## config.mk

```make
export PLATFORM = sky130hd
export DESIGN_NAME = ccu_stream_arb_flat
export DESIGN_NICKNAME = d
export VERILOG_FILES = /design/src/rtl/ccu_stream_pkg.sv /design/src/rtl/ccu_stream_arb_if.sv /design/src/rtl/ccu_stream_arb_rr_pick.sv /design/src/rtl/ccu_stream_arb.sv /design/src/flat_wrapper.sv
export SDC_FILE = /design/constraint.sdc
export NUM_CORES = 1
export LEC_CHECK = 0
export CAP_MARGIN = 20
export CORE_MARGIN = 2
export CORE_UTILIZATION = 40
export CTS_CLUSTER_DIAMETER = 120
export DETAILED_ROUTE_END_ITERATION = 12
export GPL_ROUTABILITY_DRIVEN = 0
export HOLD_SLACK_MARGIN = 0.12
export PLACE_DENSITY = 0.71
export REMOVE_ABC_BUFFERS = 1
export SETUP_SLACK_MARGIN = 0.3
export SYNTH_ARGS = -nofsm -noshare
export SYNTH_HDL_FRONTEND = slang
export SYNTH_SLANG_ARGS = --single-unit
export TNS_END_PERCENT = 20
```

## constraint.sdc

```tcl
create_clock -name axi_aclk -period 2.7 [get_ports axi_aclk]
set_input_delay 0.405 -clock axi_aclk [delete_from_list [all_inputs] [get_ports axi_aclk]]
set_output_delay 0.405 -clock axi_aclk [all_outputs]
set_load 0.02 [all_outputs]
```

## src/rtl/ccu_stream_pkg.sv

```systemverilog
// rtl/ccu_stream_pkg.sv - shared types and constants for the CCU stream arbiter
//
// Contents:
//   arb_state_e : arbiter FSM encoding (IDLE/PASS/TERM/DROP)
//   AXI_BYTE_W  : width of one stream beat
//   TERM_PAD    : byte emitted on the forced-termination beat
//   idx_w()     : index width for an N-entry one-hot vector (never below 1)

package ccu_stream_pkg;

   localparam int AXI_BYTE_W = 8;

   localparam logic [AXI_BYTE_W-1:0] TERM_PAD = 8'h00;

   typedef enum logic [1:0] {
      ST_IDLE = 2'd0,
      ST_PASS = 2'd1,
      ST_TERM = 2'd2,
      ST_DROP = 2'd3
   } arb_state_e;

   function automatic int idx_w(input int n);
      return (n > 1) ? $clog2(n) : 1;
   endfunction

endpackage

```

## src/rtl/ccu_stream_arb_if.sv

```systemverilog
// rtl/ccu_stream_arb_if.sv - byte-stream bundle between the front-end sources, the arbiter and the CCU
//
// Signals:
//   s_axis_tdata  [8*N_SRC] source bytes, source i at [8i+7:8i]
//   s_axis_tvalid [N_SRC]   per-source valid
//   s_axis_tready [N_SRC]   per-source ready
//   s_axis_tlast  [N_SRC]   per-source end of packet
//   m_axis_tdata  [8]       byte to CCU
//   m_axis_tvalid           valid to CCU
//   m_axis_tready           ready from CCU
//   m_axis_tlast            end of packet to CCU
// Modports:
//   master : the arbiter (drives the CCU side and the source readies)
//   slave  : the environment (sources and CCU)

interface ccu_stream_arb_if #(
   parameter int N_SRC = 4
);
   import ccu_stream_pkg::*;

   logic [AXI_BYTE_W*N_SRC-1:0] s_axis_tdata;
   logic [N_SRC-1:0]            s_axis_tvalid;
   logic [N_SRC-1:0]            s_axis_tready;
   logic [N_SRC-1:0]            s_axis_tlast;
   logic [AXI_BYTE_W-1:0]       m_axis_tdata;
   logic                        m_axis_tvalid;
   logic                        m_axis_tready;
   logic                        m_axis_tlast;

   modport master (
      input  s_axis_tdata,
      input  s_axis_tvalid,
      input  s_axis_tlast,
      input  m_axis_tready,
      output s_axis_tready,
      output m_axis_tdata,
      output m_axis_tvalid,
      output m_axis_tlast
   );

   modport slave (
      output s_axis_tdata,
      output s_axis_tvalid,
      output s_axis_tlast,
      output m_axis_tready,
      input  s_axis_tready,
      input  m_axis_tdata,
      input  m_axis_tvalid,
      input  m_axis_tlast
   );

endinterface

```

## src/rtl/ccu_stream_arb_rr_pick.sv

```systemverilog
// rtl/ccu_stream_arb_rr_pick.sv - combinational round-robin picker
//
// Ports:
//   req    in  [N]   request vector
//   ptr    in  [IW]  index of the last winner; search starts at ptr+1 and wraps
//   onehot out [N]   one-hot winner, 0 when no request
//   idx    out [IW]  binary index of the winner, 0 when no request

module rr_pick
   import ccu_stream_pkg::*;
#(
   parameter int N  = 4,
   parameter int IW = idx_w(N)
) (
   input  logic [N-1:0]  req,
   input  logic [IW-1:0] ptr,
   output logic [N-1:0]  onehot,
   output logic [IW-1:0] idx
);

   logic          found;
   logic [IW-1:0] cand;

   // Walk candidates ptr+1, ptr+2, ... ptr+N (mod N); the first requester
   // encountered wins. The inner loop keeps every req index constant.
   always_comb begin
      found  = 1'b0;
      cand   = '0;
      onehot = '0;
      idx    = '0;
      for (int k = 1; k <= N; k++) begin
         cand = IW'((int'(ptr) + k) % N);
         for (int i = 0; i < N; i++) begin
            if (!found && req[i] && (cand == IW'(i))) begin
               found     = 1'b1;
               onehot[i] = 1'b1;
               idx       = IW'(i);
            end
         end
      end
   end

endmodule

```

## src/rtl/ccu_stream_arb.sv

```systemverilog
// rtl/ccu_stream_arb.sv - packet-level round-robin arbiter onto the CCU byte stream
//
// Parameters:
//   N_SRC   number of sources (2..8)
//   MAX_LEN bytes per packet before forced termination (2..65535)
//   TIMEOUT consecutive idle cycles mid-packet before abort (>=2)
// Ports:
//   axi_aclk    in   clock, rising edge
//   axi_areset  in   asynchronous active-high reset
//   bus         ccu_stream_arb_if.master, source and CCU stream signals
//   grant       out  [N_SRC] one-hot current owner, 0 when idle
//   err_overlen out  one-cycle pulse, packet cut at MAX_LEN
//   err_timeout out  one-cycle pulse, owner idle TIMEOUT cycles

module ccu_stream_arb
   import ccu_stream_pkg::*;
#(
   parameter int N_SRC   = 4,
   parameter int MAX_LEN = 256,
   parameter int TIMEOUT = 1023
) (
   input  logic                 axi_aclk,
   input  logic                 axi_areset,
   ccu_stream_arb_if.master     bus,
   output logic [N_SRC-1:0]     grant,
   output logic                 err_overlen,
   output logic                 err_timeout
);

   localparam int IW = idx_w(N_SRC);
   localparam int BW = $clog2(MAX_LEN + 1);
   localparam int TW = $clog2(TIMEOUT + 1);

   localparam logic [1:0] S_IDLE = ST_IDLE;
   localparam logic [1:0] S_PASS = ST_PASS;
   localparam logic [1:0] S_TERM = ST_TERM;
   localparam logic [1:0] S_DROP = ST_DROP;

   localparam logic [BW-1:0] LAST_BEAT  = BW'(MAX_LEN - 1);
   localparam logic [TW-1:0] IDLE_LIMIT = TW'(TIMEOUT - 1);
   localparam logic [IW-1:0] PTR_RESET  = IW'(N_SRC - 1);

   logic [1:0]            state;
   logic [IW-1:0]         gidx;
   logic [IW-1:0]         rr_ptr;
   logic [BW-1:0]         beat_cnt;
   logic [TW-1:0]         idle_cnt;

   logic [N_SRC-1:0]      pick_onehot;
   logic [IW-1:0]         pick_idx;
   logic                  pick_any;

   logic [N_SRC-1:0]      owner;
   logic                  src_valid;
   logic                  src_last;
   logic [AXI_BYTE_W-1:0] src_data;
   logic                  at_max;
   logic                  idle_expired;

   rr_pick #(
      .N (N_SRC)
   ) u_pick (
      .req    (bus.s_axis_tvalid),
      .ptr    (rr_ptr),
      .onehot (pick_onehot),
      .idx    (pick_idx)
   );

   assign pick_any     = |pick_onehot;
   assign at_max       = (beat_cnt == LAST_BEAT);
   assign idle_expired = (idle_cnt == IDLE_LIMIT);

   // Select the owner's lane. gidx is only meaningful outside IDLE, and the
   // output mux below ignores these values in IDLE.
   always_comb begin
      owner     = '0;
      src_valid = 1'b0;
      src_last  = 1'b0;
      src_data  = '0;
      for (int i = 0; i < N_SRC; i++) begin
         if (gidx == IW'(i)) begin
            owner[i]  = 1'b1;
            src_valid = bus.s_axis_tvalid[i];
            src_last  = bus.s_axis_tlast[i];
            src_data  = bus.s_axis_tdata[AXI_BYTE_W*i +: AXI_BYTE_W];
         end
      end
   end

   // Output mux. PASS is a pure wire from the owner to the CCU, so ready
   // and data carry no added latency. Reset forces IDLE asynchronously,
   // which drops every output in the same cycle.
   always_comb begin
      bus.s_axis_tready = '0;
      bus.m_axis_tdata  = '0;
      bus.m_axis_tvalid = 1'b0;
      bus.m_axis_tlast  = 1'b0;
      grant             = '0;
      case (state)
         S_PASS: begin
            bus.m_axis_tvalid = src_valid;
            bus.m_axis_tdata  = src_data;
            // Close the packet for the CCU on the last permitted beat even if
            // the source keeps going; the remainder is drained in DROP.
            bus.m_axis_tlast  = src_last | at_max;
            bus.s_axis_tready = owner & {N_SRC{bus.m_axis_tready}};
            grant             = owner;
         end
         S_TERM: begin
            bus.m_axis_tvalid = 1'b1;
            bus.m_axis_tdata  = TERM_PAD;
            bus.m_axis_tlast  = 1'b1;
            grant             = owner;
         end
         S_DROP: begin
            bus.s_axis_tready = owner;
            grant             = owner;
         end
         default: begin
         end
      endcase
   end

   always_ff @(posedge axi_aclk or posedge axi_areset) begin
      if (axi_areset) begin
         state       <= S_IDLE;
         gidx        <= '0;
         rr_ptr      <= PTR_RESET;
         beat_cnt    <= '0;
         idle_cnt    <= '0;
         err_overlen <= 1'b0;
         err_timeout <= 1'b0;
      end else begin
         err_overlen <= 1'b0;
         err_timeout <= 1'b0;
         case (state)
            S_IDLE: begin
               if (pick_any) begin
                  gidx     <= pick_idx;
                  rr_ptr   <= pick_idx;
                  beat_cnt <= '0;
                  idle_cnt <= '0;
                  state    <= S_PASS;
               end
            end
            S_PASS: begin
               // Any cycle the owner presents data breaks the idle run, even
               // under CCU backpressure; this is also how a late tvalid in the
               // would-be expiry cycle cancels the timeout.
               if (src_valid) begin
                  idle_cnt <= '0;
                  if (bus.m_axis_tready) begin
                     beat_cnt <= beat_cnt + 1'b1;
                     if (src_last) begin
                        state <= S_IDLE;
                     end else if (at_max) begin
                        err_overlen <= 1'b1;
                        state       <= S_DROP;
                     end
                  end
               end else if (idle_expired) begin
                  err_timeout <= 1'b1;
                  idle_cnt    <= '0;
                  state       <= S_TERM;
               end else begin
                  idle_cnt <= idle_cnt + 1'b1;
               end
            end
            S_TERM: begin
               if (bus.m_axis_tready) begin
                  state <= S_DROP;
               end
            end
            S_DROP: begin
               // s_axis_tready is forced high here, so valid means accepted.
               if (src_valid) begin
                  idle_cnt <= '0;
                  if (src_last) begin
                     state <= S_IDLE;
                  end
               end else if (idle_expired) begin
                  err_timeout <= 1'b1;
                  idle_cnt    <= '0;
                  state       <= S_IDLE;
               end else begin
                  idle_cnt <= idle_cnt + 1'b1;
               end
            end
            default: begin
               state <= S_IDLE;
            end
         endcase
      end
   end

endmodule

```

## src/flat_wrapper.sv

```systemverilog
// flat-port wrapper written by rule: the top's interface ports become plain ports
module ccu_stream_arb_flat import ccu_stream_pkg::*;
#(
   parameter int N_SRC   = 4,
   parameter int MAX_LEN = 256,
   parameter int TIMEOUT = 1023
)
  (axi_aclk, axi_areset, grant, err_overlen, err_timeout, bus_s_axis_tdata, bus_s_axis_tvalid, bus_s_axis_tlast, bus_m_axis_tready, bus_s_axis_tready, bus_m_axis_tdata, bus_m_axis_tvalid, bus_m_axis_tlast);
  ccu_stream_arb_if #(.N_SRC(N_SRC)) bus_i ();
  input  logic axi_aclk;
  input  logic axi_areset;
  output logic [N_SRC-1:0] grant;
  output logic err_overlen;
  output logic err_timeout;
  input wire logic [$bits(bus_i.s_axis_tdata)-1:0] bus_s_axis_tdata;
  input wire logic [$bits(bus_i.s_axis_tvalid)-1:0] bus_s_axis_tvalid;
  input wire logic [$bits(bus_i.s_axis_tlast)-1:0] bus_s_axis_tlast;
  input wire logic [$bits(bus_i.m_axis_tready)-1:0] bus_m_axis_tready;
  output wire logic [$bits(bus_i.s_axis_tready)-1:0] bus_s_axis_tready;
  output wire logic [$bits(bus_i.m_axis_tdata)-1:0] bus_m_axis_tdata;
  output wire logic [$bits(bus_i.m_axis_tvalid)-1:0] bus_m_axis_tvalid;
  output wire logic [$bits(bus_i.m_axis_tlast)-1:0] bus_m_axis_tlast;
  assign bus_i.s_axis_tdata = bus_s_axis_tdata;
  assign bus_i.s_axis_tvalid = bus_s_axis_tvalid;
  assign bus_i.s_axis_tlast = bus_s_axis_tlast;
  assign bus_i.m_axis_tready = bus_m_axis_tready;
  assign bus_s_axis_tready = bus_i.s_axis_tready;
  assign bus_m_axis_tdata = bus_i.m_axis_tdata;
  assign bus_m_axis_tvalid = bus_i.m_axis_tvalid;
  assign bus_m_axis_tlast = bus_i.m_axis_tlast;
  ccu_stream_arb #(.N_SRC(N_SRC), .MAX_LEN(MAX_LEN), .TIMEOUT(TIMEOUT)) u_core (.axi_aclk(axi_aclk), .axi_areset(axi_areset), .bus(bus_i), .grant(grant), .err_overlen(err_overlen), .err_timeout(err_timeout));
endmodule
```

After elaboration in Yosys (flattened, before gate mapping)
Cells that the tools add are included.
Storage, ports and cells
  bits in registers: 27
  bits of input ports: 43
  output and inout bits: 20
  logic and storage cells: 198
Cells by class
  add/sub/neg operators: 6
  equality and inequality tests: 29
  mux-type cells: 93
  bitwise logic cells: 2
  reductions and logical operators: 61
Operators with widths (count)
  1-bit two-way mux: 51
  2-bit two-way mux: 24
  8-bit two-way mux: 5
  1-bit logical AND: 31
  10-bit two-way mux: 3
  9-bit two-way mux: 3
  2-bit == test, second input constant: 12
  10-bit one-hot mux with 2 select lines: 1
  9-bit one-hot mux with 2 select lines: 1
  1-bit logical NOT: 15
  2-bit by 1-bit == test with 1-bit output, second input constant: 6
  2-bit logical NOT: 6
  10-bit by 1-bit adder with 10-bit output, second input constant: 1
  10-bit == test, second input constant: 1
  9-bit by 1-bit adder with 9-bit output, second input constant: 1
  9-bit by 8-bit == test with 1-bit output, second input constant: 1
  2-bit one-hot mux with 4 select lines: 1
  4-bit one-hot mux with 2 select lines: 1
  7-bit AND reduction: 1
  3-bit by 1-bit inequality test with 1-bit output, second input constant: 2
  3-bit inequality test, second input constant: 2
  2-bit by 1-bit adder with 2-bit output, second input constant: 2
  2-bit adder, second input constant: 2
  4-bit bitwise AND: 1
  other kinds (12): 17

Longest topological paths before layout
  depth after elaboration: 67
  mapped depth: 8

Modules after synthesis
From an unflattened synthesis, not the netlist that was laid out.
Second synthesis, totals
  cells, all modules: 228
  area total of the unflattened synthesis: 2059.5 µm²
Modules (own cells, without submodules)
  ccu_stream_arb: instances 1, cells each 205, area each 1911.8 µm², sequential area each 678.2 µm²
  rr_pick: instances 1, cells each 23, area each 147.6 µm², sequential area each 0.0 µm²

Worst setup path before layout
Ideal clock, no wire load.
  kind: reg-to-reg
  start: register u_core.gidx[0]
  end: register (tool-made name)
  library setup time: 124 ps
  arrival time: 1960 ps
  slack: 616 ps
  stages on the path, launching flop included: 7
  path buffers: 1
  period minus slack after synthesis: 2084 ps
  cell sequence: dfrtp_1 -> buf_6 -> mux4_2 -> or4_4 -> a32oi_2 -> nand4_1 -> mux2i_1
RTL lines
  from (decl): RTL line ccu_stream_arb.sv:44  | logic [IW-1:0] gidx;
  from (signal assigned): RTL line ccu_stream_arb.sv:139  | gidx <= pick_idx;

Worst setup path after layout
  start: register u_core.gidx[0]
  end: output port bus_m_axis_tdata[0]
On the way
  cells in the longest elaborated chain, start to end: 6
RTL lines
  2-bit logical NOT: RTL line ccu_stream_arb.sv:81  | if (gidx == IW'(i)) begin
  8-bit two-way mux (3 in series): RTL line ccu_stream_arb.sv:81
  8-bit two-way mux *: RTL line ccu_stream_arb.sv:81
  8-bit two-way mux *: RTL line ccu_stream_arb.sv:99  | case (state)
  to (decl): RTL line flat_wrapper.sv:20  | output wire logic [$bits(bus_i.m_axis_tdata)-1:0] bus_m_axis_tdata;
Mark *: on every way between the ends. The rest lies on a longest branch, timed or not.

==> qor.yml <==
outcome:
  outcome: "complete, no violations"
timing:
  max_freq_ghz: 0.397
  tns_ns: 0
  setup_viol: 0
  rsz0062_at_grt: "true"
  finalCriticalPeriod_ns: 2.52
  skew_ns: 0.00350
  slew_headroom: 0.664
  period_share: 0.933
  final-max-slew-violation-count: 0
  hold_viol_final: 0
  worstMarginPinSlew_ns: 0.500
clock_tree:
  cts.path.max_buffers: 2
  clock-sinks: 27
  cts_root_buf: "clkbuf_8"
  tritoncts: "built"
  clock_latency_ns: 0.27
  htree_levels: 1
  clk_pin_slew_worst_paths_ns: 0.09
  cts_buffers: 3
detailed_routing:
  drc: 0
  avgViaCountPerCell: 5.32
  drt_iter0_drc: 144
  routedWlPerCell_um: 15.2
  antenna_left: 0
  wirelength_um: 5180
  vias: 1813
  first_pass_iters: 4
job:
  drv_cap: 0
critical_path:
  cp.required_ns: 2.30
  timing.critical_path.from: "u_core.gidx[0]"
  r2r_slack_ns: 0.45
  crit_arrival_ns: 2.11
  end_kind: "output pin"
  cp-start-kind: "flop"
  r2r-start: "u_core.gidx[0]"
  path_class: "flop to output pin"
  r2r_cells: 6
  critPathMaxFanout: 4
global_routing:
  antenna_found_initial: 0
  overflow: 0
  grt_pass1_wl_um: 8850
  grt_max_degree: 16
  grt_usage: 0.209
  grt_pass1_vias: 1779
logic_synthesis:
  synth_edf_count: 0
  ys_seq_area_frac: 0.347
  syn_inst: 206
  synth_ff_type: "dfrtp_1"
  ys_types: 43
  synth_seq_cells: 27
  synth_area_sq_um: 1960
  synthArstFlopShare: 1.00
  ys_warn_count: 0
  syn_area_per_cell_sq_um: 9.49
power:
  seqPwrFrac: 0.246
  clkPwrFrac: 0.093
  switching_share: 0.433
  peakVddDrop_mv: 0.686
  intPower_mw: 1.39
  p_per_area_nw_per_um2: 891
  power_switching_mw: 1.07
  combPwrFrac: 0.662
  power.leakage_nw: 1.19
layout:
  drive_gt1_frac: 0.113
  fillers: 408
  stdcell_area_sq_um: 2760
  layout.nets: 326
  n_antenna_cell: 0
  area_growth_pct: 41.1
floorplan:
  chipWidth_um: 73.9
  dieHeight_um: 73.9
  rows: 25
  core_area_sq_um: 4720
  dieArea_sq_um: 5460
  ios: 63
  initial_core_util: 0.414
hold_path:
  hold_class: "primary input to async pin"
placement:
  io_buffer_count: 62
  dpl-instance-area_sq_um: 2690
  dp_hpwl_um: 4080
[cells in the final DEF (no fill, tap or decap), types with 4 or more instances in the layout]
cell type        count
o21ai_0             15
and2_1              10
nor4_1               4
buf_4               11
o21a_1               5
nor3_1               7
a21oi_1              6
nand2_1             14
nor2b_1              6
nor3b_1              6
clkdlybuf4s50_1     56
nand3_1              9
ha_1                 7
inv_1                9
dfrtp_1             24
nor2_1              19
nand4_1              4
mux4_2               7
xnor2_1              6
[cell type report]
cell class	instances	area (sq um)	area share
multi-input combinational	160	1200	0.435
timing repair buffer	74	718	0.260
sequential	27	679	0.246
tap	67	83.8	0.0304
clock buffer	4	45.0	0.0163
inverter	9	33.8	0.0122
[Yosys cell counts, types with 4 or more instances]
cell | number | share of area
and2_1 | 10 | 0.032
ha_1 | 8 | 0.051
o21ai_0 | 15 | 0.038
o21a_1 | 5 | 0.019
a21oi_1 | 6 | 0.015
dfrtp_1 | 25 | 0.32
nor2_1 | 19 | 0.036
nor4_1 | 4 | 0.013
nand2_1 | 14 | 0.027
nor3_1 | 7 | 0.018
inv_1 | 9 | 0.017
nor2b_1 | 6 | 0.019
nor3b_1 | 6 | 0.023
nand4_1 | 4 | 0.013
mux4_2 | 7 | 0.081
nand3_1 | 9 | 0.023
clkbuf_1 | 7 | 0.013
xnor2_1 | 6 | 0.027
[cell families (layout without fill, tap and decap cells)]
family	Yosys count	in the layout	synth area share
simple gates	88	88	0.241
compound gates	45	45	0.155
xor+xnor	6	6	0.0269
flops	27	27	0.347
mux	13	13	0.138
buf+inv	19	87	0.0409
fa+ha+maj	8	8	0.0512
[flip-flops by register name, summed over array words and instances, names as in the netlist, named ones only]
name,count
u_core.state,1
u_core.rr_ptr,2
u_core.gidx,2
u_core.beat_cnt,9
u_core.err_overlen,1
u_core.err_timeout,1
u_core.idle_cnt,10
[per-layer routing]
metal  GRT usage  vias to the layer above  share of wire
li1            -                      899              -
met3      0.0343                       12          0.026
met4      0.0465                        0          0.017
met2       0.363                       38           0.52
met5           0                        -              0
met1       0.273                      864           0.44
[path summary, 6_finish.rpt]
path / endpoint
worst max-delay path: bus_m_axis_tdata[0]
worst min-delay path: u_core.beat_cnt[6]
worst max register to register: u_core.state[0]
worst min register to register: u_core.idle_cnt[8]
max in group asynchronous: u_core.rr_ptr[0]
min in group axi_aclk: u_core.idle_cnt[8]
[through the flow]
step | cells | hold slack, ns | setup slack [ns] | power, mW | util
final | 341 | 0.446 | 0.181 | 2.46 | 0.584
after global routing | 341 | 0.500 | 0.105 | 2.64 | 0.584
after CTS | 341 | 0.465 | 0.124 | 2.46 | 0.581
after detailed placement | 335 | 0.491 | 0.141 | 2.23 | 0.569
after global placement | 335 | 0.485 | 0.152 | 2.21 | 0.569
after floorplan | 196 | 0.456 | 0.286 | 1.57 | -
[power by group through the flow]
stage                     combinational, mW  clock [mW]  sequential [mW]
after global placement                 1.60           0            0.613
final                                  1.63       0.228            0.604
after CTS                              1.63       0.235            0.598
after detailed placement               1.61           0            0.618
after global routing                   1.78       0.249            0.614
after floorplan                       0.950           0            0.618
[worst max-delay path: stages (launching register included)]
cell             delay (ns)
dfrtp_2                0.45
buf_4                  0.16
mux4_1                 0.53
and2_1                 0.17
clkdlybuf4s50_1        0.53
[repair_timing]
action / in CTS / in global routing
setup endpoints to repair: 17 / 17
resized for setup: 4 / 5
buffers inserted: 2 / 0
hold buffers: 0 / 0
Note: power is estimated with default switching activity, not from simulation.
